### src/rtl/spi_seq_pkg.sv
// Shared types for the SPI transfer sequencer.
// Register indices, sequencer states and APB phases.
package spi_seq_pkg;

  localparam logic [3:0] REG_CONFIG = 4'd0;
  localparam logic [3:0] REG_TX     = 4'd1;
  localparam logic [3:0] REG_RX     = 4'd1;
  localparam logic [3:0] REG_CMD    = 4'd3;
  localparam logic [3:0] REG_STATE  = 4'd0;

  typedef enum logic [2:0] {
    S_CFG,
    S_IDLE,
    S_TX,
    S_CMD,
    S_POLL,
    S_RXRD,
    S_DONE
  } seq_state_e;

  typedef enum logic [2:0] {
    B_IDLE,
    B_SETUP,
    B_ACCESS,
    B_GAP,
    B_RDWAIT
  } bus_phase_e;

endpackage

### src/rtl/spi_xfer_sequencer_apb.sv
// APB phase engine: one register access per start, pulses ack on its last cycle.
// A start accepted in the ack cycle chains the next SETUP with no idle cycle.
module apb_master_phase
  import spi_seq_pkg::*;
#(
  parameter int RD_LAT = 2
) (
  input  logic       clk_i,
  input  logic       rst_i,
  input  logic [9:0] base_i,
  input  logic       start_i,
  input  logic       write_i,
  input  logic [3:0] idx_i,
  input  logic [7:0] wdata_i,
  output logic       ack_o,
  output logic       idle_o,
  output logic [7:0] rdata_o,
  output logic       psel_o,
  output logic       penable_o,
  output logic       pwrite_o,
  output logic [15:0] paddr_o,
  output logic [7:0] pwdata_o,
  input  logic [7:0] prdata_i,
  input  logic       pready_i
);

  localparam int CW = (RD_LAT > 1) ? $clog2(RD_LAT) : 1;
  localparam logic [CW-1:0] LAST = CW'(RD_LAT - 1);

  bus_phase_e    phase_q;
  logic [CW-1:0] cnt_q;
  logic [15:0]   addr_q;
  logic [7:0]    wdata_q;
  logic          write_q;
  logic          load;

  assign ack_o = (phase_q == B_GAP) ||
                 (phase_q == B_RDWAIT && cnt_q == LAST);
  assign idle_o = (phase_q == B_IDLE);
  assign load = start_i && (idle_o || ack_o);

  always_ff @(posedge clk_i or posedge rst_i) begin
    if (rst_i) begin
      phase_q <= B_IDLE;
      cnt_q   <= '0;
      addr_q  <= '0;
      wdata_q <= '0;
      write_q <= 1'b0;
    end else if (load) begin
      phase_q <= B_SETUP;
      addr_q  <= {base_i, idx_i, 2'b00};
      wdata_q <= wdata_i;
      write_q <= write_i;
    end else if (ack_o) begin
      phase_q <= B_IDLE;
    end else begin
      unique case (phase_q)
        B_SETUP: phase_q <= B_ACCESS;
        B_ACCESS: begin
          if (pready_i) begin
            phase_q <= write_q ? B_GAP : B_RDWAIT;
            cnt_q   <= '0;
          end
        end
        B_RDWAIT: cnt_q <= cnt_q + 1'b1;
        default: ;
      endcase
    end
  end

  assign psel_o    = (phase_q == B_SETUP) || (phase_q == B_ACCESS);
  assign penable_o = (phase_q == B_ACCESS);
  assign pwrite_o  = psel_o & write_q;
  assign paddr_o   = psel_o ? addr_q : '0;
  assign pwdata_o  = psel_o ? wdata_q : '0;
  // Read data is consumed in the ack cycle, at the sampling edge.
  assign rdata_o   = prdata_i;

endmodule

### src/rtl/spi_xfer_sequencer.sv
// Round-robin APB sequencer for a shared SPI register block.
// Define SPI_SEQ_TIMEOUT_EN to bound STATE polling by POLL_MAX.
module spi_xfer_sequencer
  import spi_seq_pkg::*;
#(
  parameter int          NREQ      = 2,
  parameter logic [7:0]  CFG_VAL   = 8'h00,
  parameter logic [7:0]  CMD_START = 8'h01,
  parameter int          BUSY_BIT  = 0,
  parameter int          RD_LAT    = 2,
  parameter int          POLL_MAX  = 16
) (
  input  logic              i_PCLK,
  input  logic              i_PRESET,
  input  logic [9:0]        i_BASE_ADDR,
  output logic              o_PSEL,
  output logic              o_PENABLE,
  output logic              o_PWRITE,
  output logic [15:0]       o_PADDR,
  output logic [7:0]        o_PWDATA,
  input  logic [7:0]        i_PRDATA,
  input  logic              i_PREADY,
  input  logic [NREQ-1:0]   i_req,
  input  logic [8*NREQ-1:0] i_req_data,
  output logic [NREQ-1:0]   o_gnt,
  output logic [NREQ-1:0]   o_done,
  output logic [7:0]        o_rdata,
  output logic              o_err,
  output logic              o_busy
);

  localparam int PW = (NREQ > 1) ? $clog2(NREQ) : 1;

  seq_state_e      state_q, state_d;
  logic [PW-1:0]   ptr_q, win, kk;
  logic [NREQ-1:0] gnt_q, done_q;
  logic [7:0]      rdata_q;
  logic            err_q, busy_q;
  logic            any_req;
  logic [7:0]      sel_data;
  logic [7:0]      data_arr [NREQ];

  logic       start, wr, ack, bidle, tmo;
  logic [3:0] idx;
  logic [7:0] wd, brdata;

  for (genvar g = 0; g < NREQ; g++) begin : g_data
    assign data_arr[g] = i_req_data[g*8 +: 8];
  end

  always_comb begin
    any_req  = 1'b0;
    win      = '0;
    kk       = '0;
    sel_data = '0;
    for (int i = 0; i < NREQ; i++) begin
      kk = PW'((int'(ptr_q) + i) % NREQ);
      if (!any_req && i_req[kk]) begin
        any_req  = 1'b1;
        win      = kk;
        sel_data = data_arr[kk];
      end
    end
  end

`ifdef SPI_SEQ_TIMEOUT_EN
  localparam int PCW = $clog2(POLL_MAX + 1);
  logic [PCW-1:0] poll_q;

  always_ff @(posedge i_PCLK or posedge i_PRESET) begin
    if (i_PRESET) poll_q <= '0;
    else if (state_q == S_CMD && ack) poll_q <= '0;
    else if (state_q == S_POLL && ack) poll_q <= poll_q + 1'b1;
  end

  assign tmo = (poll_q == PCW'(POLL_MAX - 1));
`else
  // Polling is unbounded; POLL_MAX has no effect in this build.
  assign tmo = (POLL_MAX < 0);
`endif

  always_comb begin
    state_d = state_q;
    start   = 1'b0;
    wr      = 1'b0;
    idx     = REG_CONFIG;
    wd      = '0;
    unique case (state_q)
      S_CFG: begin
        if (ack) begin
          state_d = S_IDLE;
        end else if (bidle) begin
          start = 1'b1;
          wr    = 1'b1;
          wd    = CFG_VAL;
        end
      end
      S_IDLE: begin
        if (any_req) begin
          start   = 1'b1;
          wr      = 1'b1;
          idx     = REG_TX;
          wd      = sel_data;
          state_d = S_TX;
        end
      end
      S_TX: begin
        if (ack) begin
          start   = 1'b1;
          wr      = 1'b1;
          idx     = REG_CMD;
          wd      = CMD_START;
          state_d = S_CMD;
        end
      end
      S_CMD: begin
        if (ack) begin
          start   = 1'b1;
          idx     = REG_STATE;
          state_d = S_POLL;
        end
      end
      S_POLL: begin
        if (ack) begin
          if (!brdata[BUSY_BIT]) begin
            start   = 1'b1;
            idx     = REG_RX;
            state_d = S_RXRD;
          end else if (tmo) begin
            state_d = S_DONE;
          end else begin
            start = 1'b1;
            idx   = REG_STATE;
          end
        end
      end
      S_RXRD: if (ack) state_d = S_DONE;
      S_DONE: state_d = S_IDLE;
      default: state_d = S_CFG;
    endcase
  end

  always_ff @(posedge i_PCLK or posedge i_PRESET) begin
    if (i_PRESET) begin
      state_q <= S_CFG;
      ptr_q   <= '0;
      gnt_q   <= '0;
      done_q  <= '0;
      rdata_q <= '0;
      err_q   <= 1'b0;
      busy_q  <= 1'b0;
    end else begin
      state_q <= state_d;
      busy_q  <= (state_d != S_IDLE);
      done_q  <= '0;
      unique case (state_q)
        S_IDLE: begin
          if (any_req) begin
            gnt_q      <= '0;
            gnt_q[win] <= 1'b1;
            ptr_q <= (win == PW'(NREQ - 1)) ? '0 : win + 1'b1;
            err_q <= 1'b0;
          end
        end
        S_POLL: begin
          if (ack && brdata[BUSY_BIT] && tmo) begin
            done_q  <= gnt_q;
            rdata_q <= '0;
            err_q   <= 1'b1;
          end
        end
        S_RXRD: begin
          if (ack) begin
            done_q  <= gnt_q;
            rdata_q <= brdata;
            err_q   <= 1'b0;
          end
        end
        S_DONE: gnt_q <= '0;
        default: ;
      endcase
    end
  end

  apb_master_phase #(.RD_LAT(RD_LAT)) u_apb (
    .clk_i     (i_PCLK),
    .rst_i     (i_PRESET),
    .base_i    (i_BASE_ADDR),
    .start_i   (start),
    .write_i   (wr),
    .idx_i     (idx),
    .wdata_i   (wd),
    .ack_o     (ack),
    .idle_o    (bidle),
    .rdata_o   (brdata),
    .psel_o    (o_PSEL),
    .penable_o (o_PENABLE),
    .pwrite_o  (o_PWRITE),
    .paddr_o   (o_PADDR),
    .pwdata_o  (o_PWDATA),
    .prdata_i  (i_PRDATA),
    .pready_i  (i_PREADY)
  );

  assign o_gnt   = gnt_q;
  assign o_done  = done_q;
  assign o_rdata = rdata_q;
  assign o_err   = err_q;
  assign o_busy  = busy_q;

endmodule

### config.mk
export PLATFORM = sky130hd
export DESIGN_NAME = spi_xfer_sequencer
export DESIGN_NICKNAME = d
export VERILOG_FILES = /design/src/rtl/spi_seq_pkg.sv /design/src/rtl/spi_xfer_sequencer_apb.sv /design/src/rtl/spi_xfer_sequencer.sv
export SDC_FILE = /design/constraint.sdc
export NUM_CORES = 1
export LEC_CHECK = 0
export BUFFER_PORTS_ARGS = -buffer_cell sky130_fd_sc_hd__buf_2
export CAP_MARGIN = 20
export CORE_UTILIZATION = 45
export DETAILED_ROUTE_END_ITERATION = 10
export GPL_ROUTABILITY_DRIVEN = 0
export PLACE_DENSITY = 0.84
export SLEW_MARGIN = 20
export SYNTH_ARGS = -nofsm -noshare
export SYNTH_HDL_FRONTEND = slang
export SYNTH_SLANG_ARGS = --single-unit
### constraint.sdc
create_clock -name i_PCLK -period 2.45 [get_ports i_PCLK]
set_input_delay 0.49 -clock i_PCLK [delete_from_list [all_inputs] [get_ports i_PCLK]]
set_output_delay 0.49 -clock i_PCLK [all_outputs]
set_load 0.05 [all_outputs]
==> results_dict.tcl <==
set metrics [dict create \
    h-tree-depth 2 \
    grtUsageMet1 0.236 \
    cts_tree "yes" \
    die_h_um 71.5 \
    die_w_um 71.5 \
    worstMarginPinSlew_ns 0.780 \
    layout_common_cells "buf_2 (74), dfrtp_1 (42), and2_1 (23), mux2_1 (17), nor2_1 (16)" \
    reg2reg_depth 5 \
    clk_path_buf_depth 2 \
    maxCapViolCount 0 \
    post_cts_buffers 0 \
    reg2reg_from "state_q[1]" \
    ys_ff_latch 42 \
    synth-async-reset-ratio 1.00 \
    use_met2 0.332 \
    antenna_found_initial 0 \
    n_fill_cell 362 \
    final_common_cell "buf_2" \
    period_share 0.898 \
    total_leakage_power_nw 1.35 \
    drive_gt1_frac 0.369 \
    p_per_area_nw_per_um2 553 \
    synth.top_cell.area_share 0.484 \
    ctsResizeCount 0 \
    multi_input_area_um2 1010 \
    grt.total_usage 0.192 \
    worstSetupEndpointType "primary output" \
    route.detailed.drc 0 \
    finalWirelength_mm 4.79 \
    crit_cells 5 \
    rsz0062_at_grt "no" \
    fmax_ghz 0.455 \
    yosysTopAreaCell "dfrtp_1" \
    io_buffers 74 \
    clkSinkCount 42 \
    drt_pre_antenna_iters 6 \
    final.min_clock_period_ns 2.20 \
    final-max-slew-violation-count 0 \
    final_core_util 0.599 \
    synth_edf_count 0 \
    syn-instance-count 206 \
    place_inst 323 \
    path_clk_slew_ns 0.08 \
    post-dp-hpwl_mm 3.47 \
    fin_setup_tns_ns 0 \
    netlist_top_cells_area "dfrtp_1 (48%), mux2_1 (8.8%), and2_1 (6.6%)" \
    post-place-ws_ns 0.392 \
    crit_path_end "o_PWDATA[4]" \
    clkLatencyLatePin_ns 0.29 \
    postRouteAntennaNets 0 \
    path_cells "xnor2_1 -> nor2_1 -> buf_4 -> and2_1 -> buf_2" \
    slowest_stage "dfrtp_1" \
    dieArea_um2 5110 \
    yosysWarningCount 0 \
    netlist_area_um2 2170 \
    crit_type "reg2out" \
    timing.rr.end "u_apb.wdata_q[4]" \
    instances_no_fill 331 \
    ff_latch_area_um2 1050 \
    p_total_mw 1.49 \
    yosysSeqAreaShare 0.484 \
    nets 317 \
    slew_headroom 0.479 \
    cts_root_buf "clkbuf_8" \
    cp_max_fo 20 \
    hold_class "in2async" \
    skew_ns 0.00345 \
    start_util 0.482 \
    setup_viol 0 \
    grt-busiest-layer "met2" \
    grt_max_degree 43 \
    cp_data_required_time_ns 1.96 \
    met3_usage 0.0408 \
    core_um2 4500 \
    viasPerCell 5.44 \
    postCtsHoldBufs 0 \
    crit_path_start "u_apb.phase_q[0]" \
    numCtsBuffers 5 \
    synthDistinctLibCells 44 \
    status "finished, final reports clean" \
    row_count 24 \
    crit_buf_inv 2 \
    synth_ff_type "dfrtp_1" \
    path_delay_family "flip-flops" \
    num_vias 1801 \
    grt_pass1_wl_mm 7.74 \
    drt_iter0_drc 103 \
    grt-ovfl-total 0 \
    syn_to_final_growth_pct 24.3 \
    hold_viol_final 0 \
    startpoint_type "flop" \
    ff2ff_setup_slack_ns 0.38 \
    ir_worst_vdd_v 0.000329 \
    setup_ws_ns 0.251 \
    crit_arrival_ns 1.71 \
    synth_area_per_cell_um2 10.5 \
    grt_pass1_vias 1743 \
    routedWlPerCell_um 14.5 \
    diodes 0 \
    io_pins 80 \
    max_stage_delay_ns 0.48 \
]
[per-layer routing]
| metal | share of wire | vias up |
|---|---|---|
| li1 | - | 859 |
| met4 | 0.017 | 0 |
| met3 | 0.064 | 11 |
| met1 | 0.42 | 853 |
| met2 | 0.50 | 78 |
| met5 | 0 | - |
[where the power goes]
group          total, mW  leakage, nW  internal (mW)  switching (mW)
Combinational      0.206        0.800         0.0759           0.130
Clock              0.526       0.0579          0.300           0.227
Sequential         0.760        0.492          0.728          0.0324
Total               1.49         1.35           1.10           0.389
[metrics by stage]
stage	hold WS, ns	instance area (um2)
after floorplan	0.449	2190
after global placement	0.458	2590
after detailed placement	0.468	2590
after CTS	0.339	2700
after global routing	0.373	2700
final	0.321	2700
[final cells by class]
| cell class | count | share of cell area |
|---|---|---|
| Inverter | 7 | 0.00974 |
| Clock inverter | 3 | 0.0148 |
| Timing Repair Buffer | 81 | 0.161 |
| Clock buffer | 5 | 0.0255 |
| Sequential cell | 42 | 0.390 |
| Multi-Input combinational cell | 141 | 0.375 |
| Tap cell | 52 | 0.0241 |
[cells in the mapped netlist, types with 2 or more instances]
| cell | count |
|---|---|
| a31oi_1 | 2 |
| a32oi_1 | 8 |
| nor2_1 | 16 |
| nor3b_1 | 2 |
| nand2b_1 | 4 |
| a21oi_1 | 10 |
| o21ai_0 | 4 |
| buf_2 | 3 |
| mux2_1 | 17 |
| nand2_1 | 9 |
| dfrtp_1 | 42 |
| mux2_2 | 10 |
| inv_1 | 7 |
| nor3_1 | 2 |
| o32ai_1 | 3 |
| and2_1 | 23 |
| buf_4 | 7 |
| clkbuf_1 | 10 |
| o31a_1 | 2 |
[worst reg2reg max path, cell delays in order (launching register included)]
cell and delay, ns:
dfrtp_1 0.50, or3b_1 0.44, a2bb2oi_1 0.20, a211oi_4 0.26
buf_12 0.21, mux2_2 0.35
[flip-flops by register name (all words and copies together) (netlist names), 2 cells and up]
| name | cells |
|---|---|
| o_rdata | 8 |
| o_gnt | 2 |
| state_q | 3 |
| u_apb.phase_q | 3 |
| o_done | 2 |
| u_apb.addr_q | 12 |
| u_apb.wdata_q | 8 |
[kinds of logic (layout without fill, tap and decap cells)]
logic type,Yosys count,in the layout,synth area share
AO/OA/AOI/OAI,40,40,0.135
XOR/XNOR,1,1,0.00404
buffers and inverters,27,96,0.0605
flip-flops,42,42,0.484
multiplexers,28,28,0.145
other,1,5,0.00173
AND/OR/NAND/NOR,67,67,0.170
[worst min-delay path by stage]
stage	start	end	slack, ns	cells after the start
2_1_floorplan	u_apb.addr_q[10]	u_apb.addr_q[10]	0.45	1
3_3_place_gp	u_apb.addr_q[6]	u_apb.addr_q[6]	0.46	1
3_5_place_dp	u_apb.addr_q[9]	u_apb.addr_q[9]	0.47	1
4_1_cts	i_PRESET	o_done[1]	0.34	3
5_1_grt	i_PRESET	o_done[1]	0.37	3
6_report	i_PRESET	o_done[1]	0.32	3
No activity file was read; power rests on OpenSTA's default activity.
